$ cat config.mk
export PLATFORM = sky130hd
export DESIGN_NAME = seg7_scan_mux
export DESIGN_NICKNAME = d
export VERILOG_FILES = /design/src/rtl/seg7_scan_mux.sv
export SDC_FILE = /design/constraint.sdc
export NUM_CORES = 1
export LEC_CHECK = 0
export BUFFER_PORTS_ARGS = -buffer_cell sky130_fd_sc_hd__buf_2
export CAP_MARGIN = 40
export CORE_MARGIN = 3
export CORE_UTILIZATION = 56
export CTS_CLUSTER_SIZE = 8
export DETAILED_ROUTE_END_ITERATION = 7
export GPL_ROUTABILITY_DRIVEN = 0
export PLACE_DENSITY = 0.78
export SYNTH_ARGS = -nofsm -noshare
export SYNTH_HDL_FRONTEND = slang
export SYNTH_SLANG_ARGS = --single-unit
$ cat constraint.sdc
create_clock -name clk -period 2.1 [get_ports clk]
set_clock_uncertainty 0.2 [all_clocks]
set_input_delay 0.105 -clock clk [delete_from_list [all_inputs] [get_ports clk]]
set_output_delay 0.105 -clock clk [all_outputs]
set_load 0.01 [all_outputs]
$ cat src/rtl/seg7_scan_mux.sv
// rtl/seg7_scan_mux.sv - multiplexed 7-segment scanner with blanking, double-buffered frames and blink
// Optional SEG7_PWM_EN: adds duty[3:0] input that dims segments during SHOW clocks.
module seg7_scan_mux #(
  parameter int DIGITS       = 4,
  parameter int SEG_W        = 7,
  parameter int SCAN_DIV     = 1000,
  parameter int BLANK_CYCLES = 50,
  parameter int BLINK_FRAMES = 250
) (
  input  logic                      clk,
  input  logic                      rst,
  input  logic [DIGITS*SEG_W-1:0]   seg_data,
  input  logic                      data_valid,
  input  logic [DIGITS-1:0]         blink_mask,
`ifdef SEG7_PWM_EN
  input  logic [3:0]                duty,
`endif
  output logic [SEG_W-1:0]          seg,
  output logic [DIGITS-1:0]         an,
  output logic                      frame_start
);

  localparam int CW = (SCAN_DIV > 1) ? $clog2(SCAN_DIV) : 1;
  localparam int IW = (DIGITS > 2) ? $clog2(DIGITS) : 1;
  localparam int BW = (BLINK_FRAMES > 1) ? $clog2(BLINK_FRAMES) : 1;
  localparam logic [CW-1:0] SLOT_LAST  = CW'(SCAN_DIV - 1);
  localparam logic [CW-1:0] BLANK_LAST = CW'(BLANK_CYCLES - 1);
  localparam logic [IW-1:0] IDX_LAST   = IW'(DIGITS - 1);
  localparam logic [BW-1:0] BLINK_LAST = BW'(BLINK_FRAMES - 1);

  typedef enum logic {BLANK, SHOW} state_t;

  state_t                    state, state_nxt;
  logic [CW-1:0]             slot_cnt;
  logic [IW-1:0]             idx;
  logic [BW-1:0]             blink_cnt;
  logic                      blink_on;
  logic [DIGITS*SEG_W-1:0]   shadow, active;
  logic                      slot_wrap, frame_wrap;
  logic [SEG_W-1:0]          seg_nxt;
  logic [DIGITS-1:0]         an_nxt;
`ifdef SEG7_PWM_EN
  logic [3:0]                pwm_cnt;
`endif

  assign slot_wrap  = (slot_cnt == SLOT_LAST);
  assign frame_wrap = slot_wrap && (idx == IDX_LAST);

  always_ff @(posedge clk) begin
    if (rst) state <= BLANK;
    else     state <= state_nxt;
  end

  always_comb begin
    state_nxt = state;
    seg_nxt   = '0;
    an_nxt    = '0;
    case (state)
      BLANK: if (slot_cnt == BLANK_LAST) state_nxt = SHOW;
      SHOW: begin
        if (slot_wrap) state_nxt = BLANK;
        for (int k = 0; k < DIGITS; k++) begin
          if (idx == IW'(k) && (blink_on || !blink_mask[k])) begin
            an_nxt[DIGITS-1-k] = 1'b1;
            seg_nxt            = active[k*SEG_W +: SEG_W];
          end
        end
`ifdef SEG7_PWM_EN
        if (pwm_cnt >= duty) seg_nxt = '0;
`endif
      end
      default: state_nxt = BLANK;
    endcase
  end

  always_ff @(posedge clk) begin
    if (rst) begin
      slot_cnt    <= '0;
      idx         <= '0;
      blink_cnt   <= '0;
      blink_on    <= 1'b1;
      shadow      <= '0;
      active      <= '0;
      seg         <= '0;
      an          <= '0;
      frame_start <= 1'b0;
    end else begin
      slot_cnt <= slot_wrap ? '0 : slot_cnt + 1'b1;
      if (slot_wrap) idx <= (idx == IDX_LAST) ? '0 : idx + 1'b1;
      // Active captures the pre-edge shadow, so a strobe on the boundary edge lands one frame later.
      if (frame_wrap) begin
        active <= shadow;
        if (blink_cnt == BLINK_LAST) begin
          blink_cnt <= '0;
          blink_on  <= ~blink_on;
        end else begin
          blink_cnt <= blink_cnt + 1'b1;
        end
      end
      if (data_valid) shadow <= seg_data;
      frame_start <= frame_wrap;
      seg         <= seg_nxt;
      an          <= an_nxt;
    end
  end

`ifdef SEG7_PWM_EN
  always_ff @(posedge clk) begin
    if (rst)                pwm_cnt <= '0;
    else if (state == SHOW) pwm_cnt <= pwm_cnt + 1'b1;
  end
`endif

endmodule

==> out/qor.yml <==
status: "finished, final reports clean"
p_clk_share_pct: 35.3
grt_start_max_net_pins: 53
routed_wl_um: 7770
hold_violations: 0
worstSkewPairLatency_ns: 0.35
p_per_area_nw_per_um2: 693
worstPathCellList: "ha_1, and2_1, nand4_1, or4_1, a21oi_1"
syn_nets: 432
coreArea_sq_um: 5990
antenna-diode-count: 0
met2_usage_pct: 37.1
dpl_cell_area_sq_um: 3840
p_seq_share_pct: 58.1
critPathMaxFanout: 5
grt_usage_pct: 22.3
cts_sinks: 90
syn-instance-count: 389
syn_area_sq_um: 3520
fmax_mhz: 507
synth-seq-cells: 90
cts_tree: "yes"
synth_edf_count: 0
crit_slowest_cell: "or4_1"
row_count: 28
combPwrFrac_pct: 6.6
synth.distinct_cells: 42
busiest_layer: "met2"
cts_buffers: 9
final_common_cell: "dfxtp_1"
grt_pass1_vias: 2860
hpwl_um: 4990
setup_violations: 0
maxSlewHeadroom_pct: 45.9
switchingPower_mw: 0.733
grtUsageMet1_pct: 29.4
fin_nets: 512
finish.utilization_pct: 73.0
drive_gt1_share_pct: 15.8
path_clk_slew_ns: 0.09
hold-worst-slack_ns: 0.0807
drc: 0
routedWlPerCell_um: 14.2
swShare_pct: 24.2
via_per_inst: 5.39
tightest_slew_ns: 0.811
ys.flop_type: "dfxtp_1"
clockBufferDepth: 2
hold_class: "in2reg"
internal_power_mw: 2.30
cp_num_buf_inv: 0
htreeDepth: 3
cp.required_ns: 2.18
worst_setup_path_start_kind: "register"
maxCapViolations: 0
post_cts_buffers: 0
drt_pass1_iterations: 5
grt_overflow_total: 0
portBuffers: 46
syn_to_final_growth_pct: 24.1
worstSetupPathType: "reg2reg"
fin_crit_ns: 1.97
synth-warning-count: 0
rsz0062_at_grt: "no"
async_flop_share_pct: 0
crit_family: "simple AND/OR/NAND/NOR gates"
start_util_pct: 58.8
p_leak_nw: 1.76
peakVddDrop_mv: 0.532
crit_path_end_kind: "register"
drv_slew: 0
die_y_um: 85.3
critPathArrivalTime_ns: 2.05
final_cell_area_sq_um: 4370
fin_tns_setup_ns: 0
drt_iter0_markers: 172
ant_nets: 0
syn_area_per_cell_sq_um: 9.06
vias: 2961
layout_common_cells: "dfxtp_1 (90), nand2_1 (69), buf_2 (46), nor2_1 (40), a21oi_1 (38)"
seq_area_frac_synth_pct: 51.1
grtUsageMet3_pct: 4.17
die_area_sq_um: 7280
period_share_pct: 94.0
ios: 47
grt_pass1_wl_um: 13100
cts_root_buf: "clkbuf_8"
cp_slowest_stage_delay_ns: 0.56
die_w_um: 85.3
antenna_found_initial: 0
==> area by class of cell <==
type,instances,area [sq um]
inverter,6,22.5
fill,450,1620
multi-input combinational,271,1610
timing repair buffer,91,672
tap,75,93.8
clock inverter,6,48.8
sequential,90,1800
clock buffer,10,128
==> kinds of logic (layout without fill, tap and decap cells) <==
logic type,count (synthesis),after routing,share of synthesized area [%]
flip-flops,90,90,51.1
AO/OA/AOI/OAI,73,73,11.9
buffers and inverters,28,113,3.30
AND/OR/NAND/NOR,152,152,20.3
adder cells (fa/ha/maj),8,8,2.84
multiplexers,29,29,8.24
XOR/XNOR,9,9,2.24
==> Yosys cell counts, types with 3 or more instances <==
cell type | count | area (sq um)
nor2b_1 | 3 | 18.8
and3_1 | 3 | 18.8
a221oi_1 | 7 | 61.3
inv_1 | 6 | 22.5
dfxtp_1 | 90 | 1800
nand2b_1 | 4 | 25.0
nor2_1 | 40 | 150
nand4_1 | 5 | 31.3
xor2_1 | 7 | 61.3
buf_2 | 9 | 45.0
a21oi_1 | 38 | 190
nand2_1 | 69 | 259
and4_1 | 4 | 35.0
ha_1 | 8 | 100
nand3_1 | 6 | 30.0
clkbuf_1 | 11 | 41.3
o21ai_0 | 19 | 95.1
nor3_1 | 3 | 15.0
mux2i_1 | 29 | 290
==> flip-flops by register name, summed over array words and instances (netlist names) <==
name,cells
blink_cnt,8
active,28
shadow,28
frame_start,1
state,1
seg,7
an,4
slot_cnt,10
idx,2
blink_on,1
==> timing repair <==
action,CTS,global route
endpoints found under the setup margin,0,1
hold buffers,35,0
endpoints found under the hold margin,39,0
gates resized for setup,0,2
==> worst reg2reg max path, stage by stage, from the launching register on <==
cell,delay (ns)
dfxtp_1,0.35
ha_1,0.25
and2_1,0.18
nand4_1,0.22
or4_1,0.56
a21oi_1,0.14
==> metrics by stage <==
step / power, mW / std cells / setup slack, ns
CTS: 3.05 / 549 / 0.0803
floorplan: 1.89 / 389 / 0.178
global placement: 1.94 / 498 / 0.157
global route: 3.15 / 549 / 0.00115
finish: 3.03 / 549 / 0.126
detailed placement: 1.95 / 498 / 0.105
==> per-layer routing <==
| layer | share of wire (%) | up-vias | wire, um |
|---|---|---|---|
| met2 | 49 | 82 | 3810 |
| met1 | 45 | 1375 | 3470 |
| li1 | - | 1492 | - |
| met3 | 4.9 | 12 | 380 |
| met5 | 0 | - | 0 |
| met4 | 1.4 | 0 | 112 |
==> path summary, 6_finish.rpt <==
check / cells past startpoint / end / slack (ns) / start
max: 5 / blink_cnt[5] / 0.13 / slot_cnt[0]
min reg2reg: 2 / active[15] / 0.25 / active[15]
min: 4 / an[1] / 0.08 / blink_mask[2]
max reg2reg: 5 / blink_cnt[5] / 0.13 / slot_cnt[0]
==> power groups by stage <==
stage / combinational (mW) / clock (mW) / sequential [mW]
finish: 0.201 / 1.07 / 1.76
global route: 0.222 / 1.16 / 1.77
CTS: 0.197 / 1.09 / 1.76
detailed placement: 0.148 / 0 / 1.80
global placement: 0.142 / 0 / 1.80
floorplan: 0.0893 / 0 / 1.80
No activity file was read; power rests on OpenSTA's default activity.
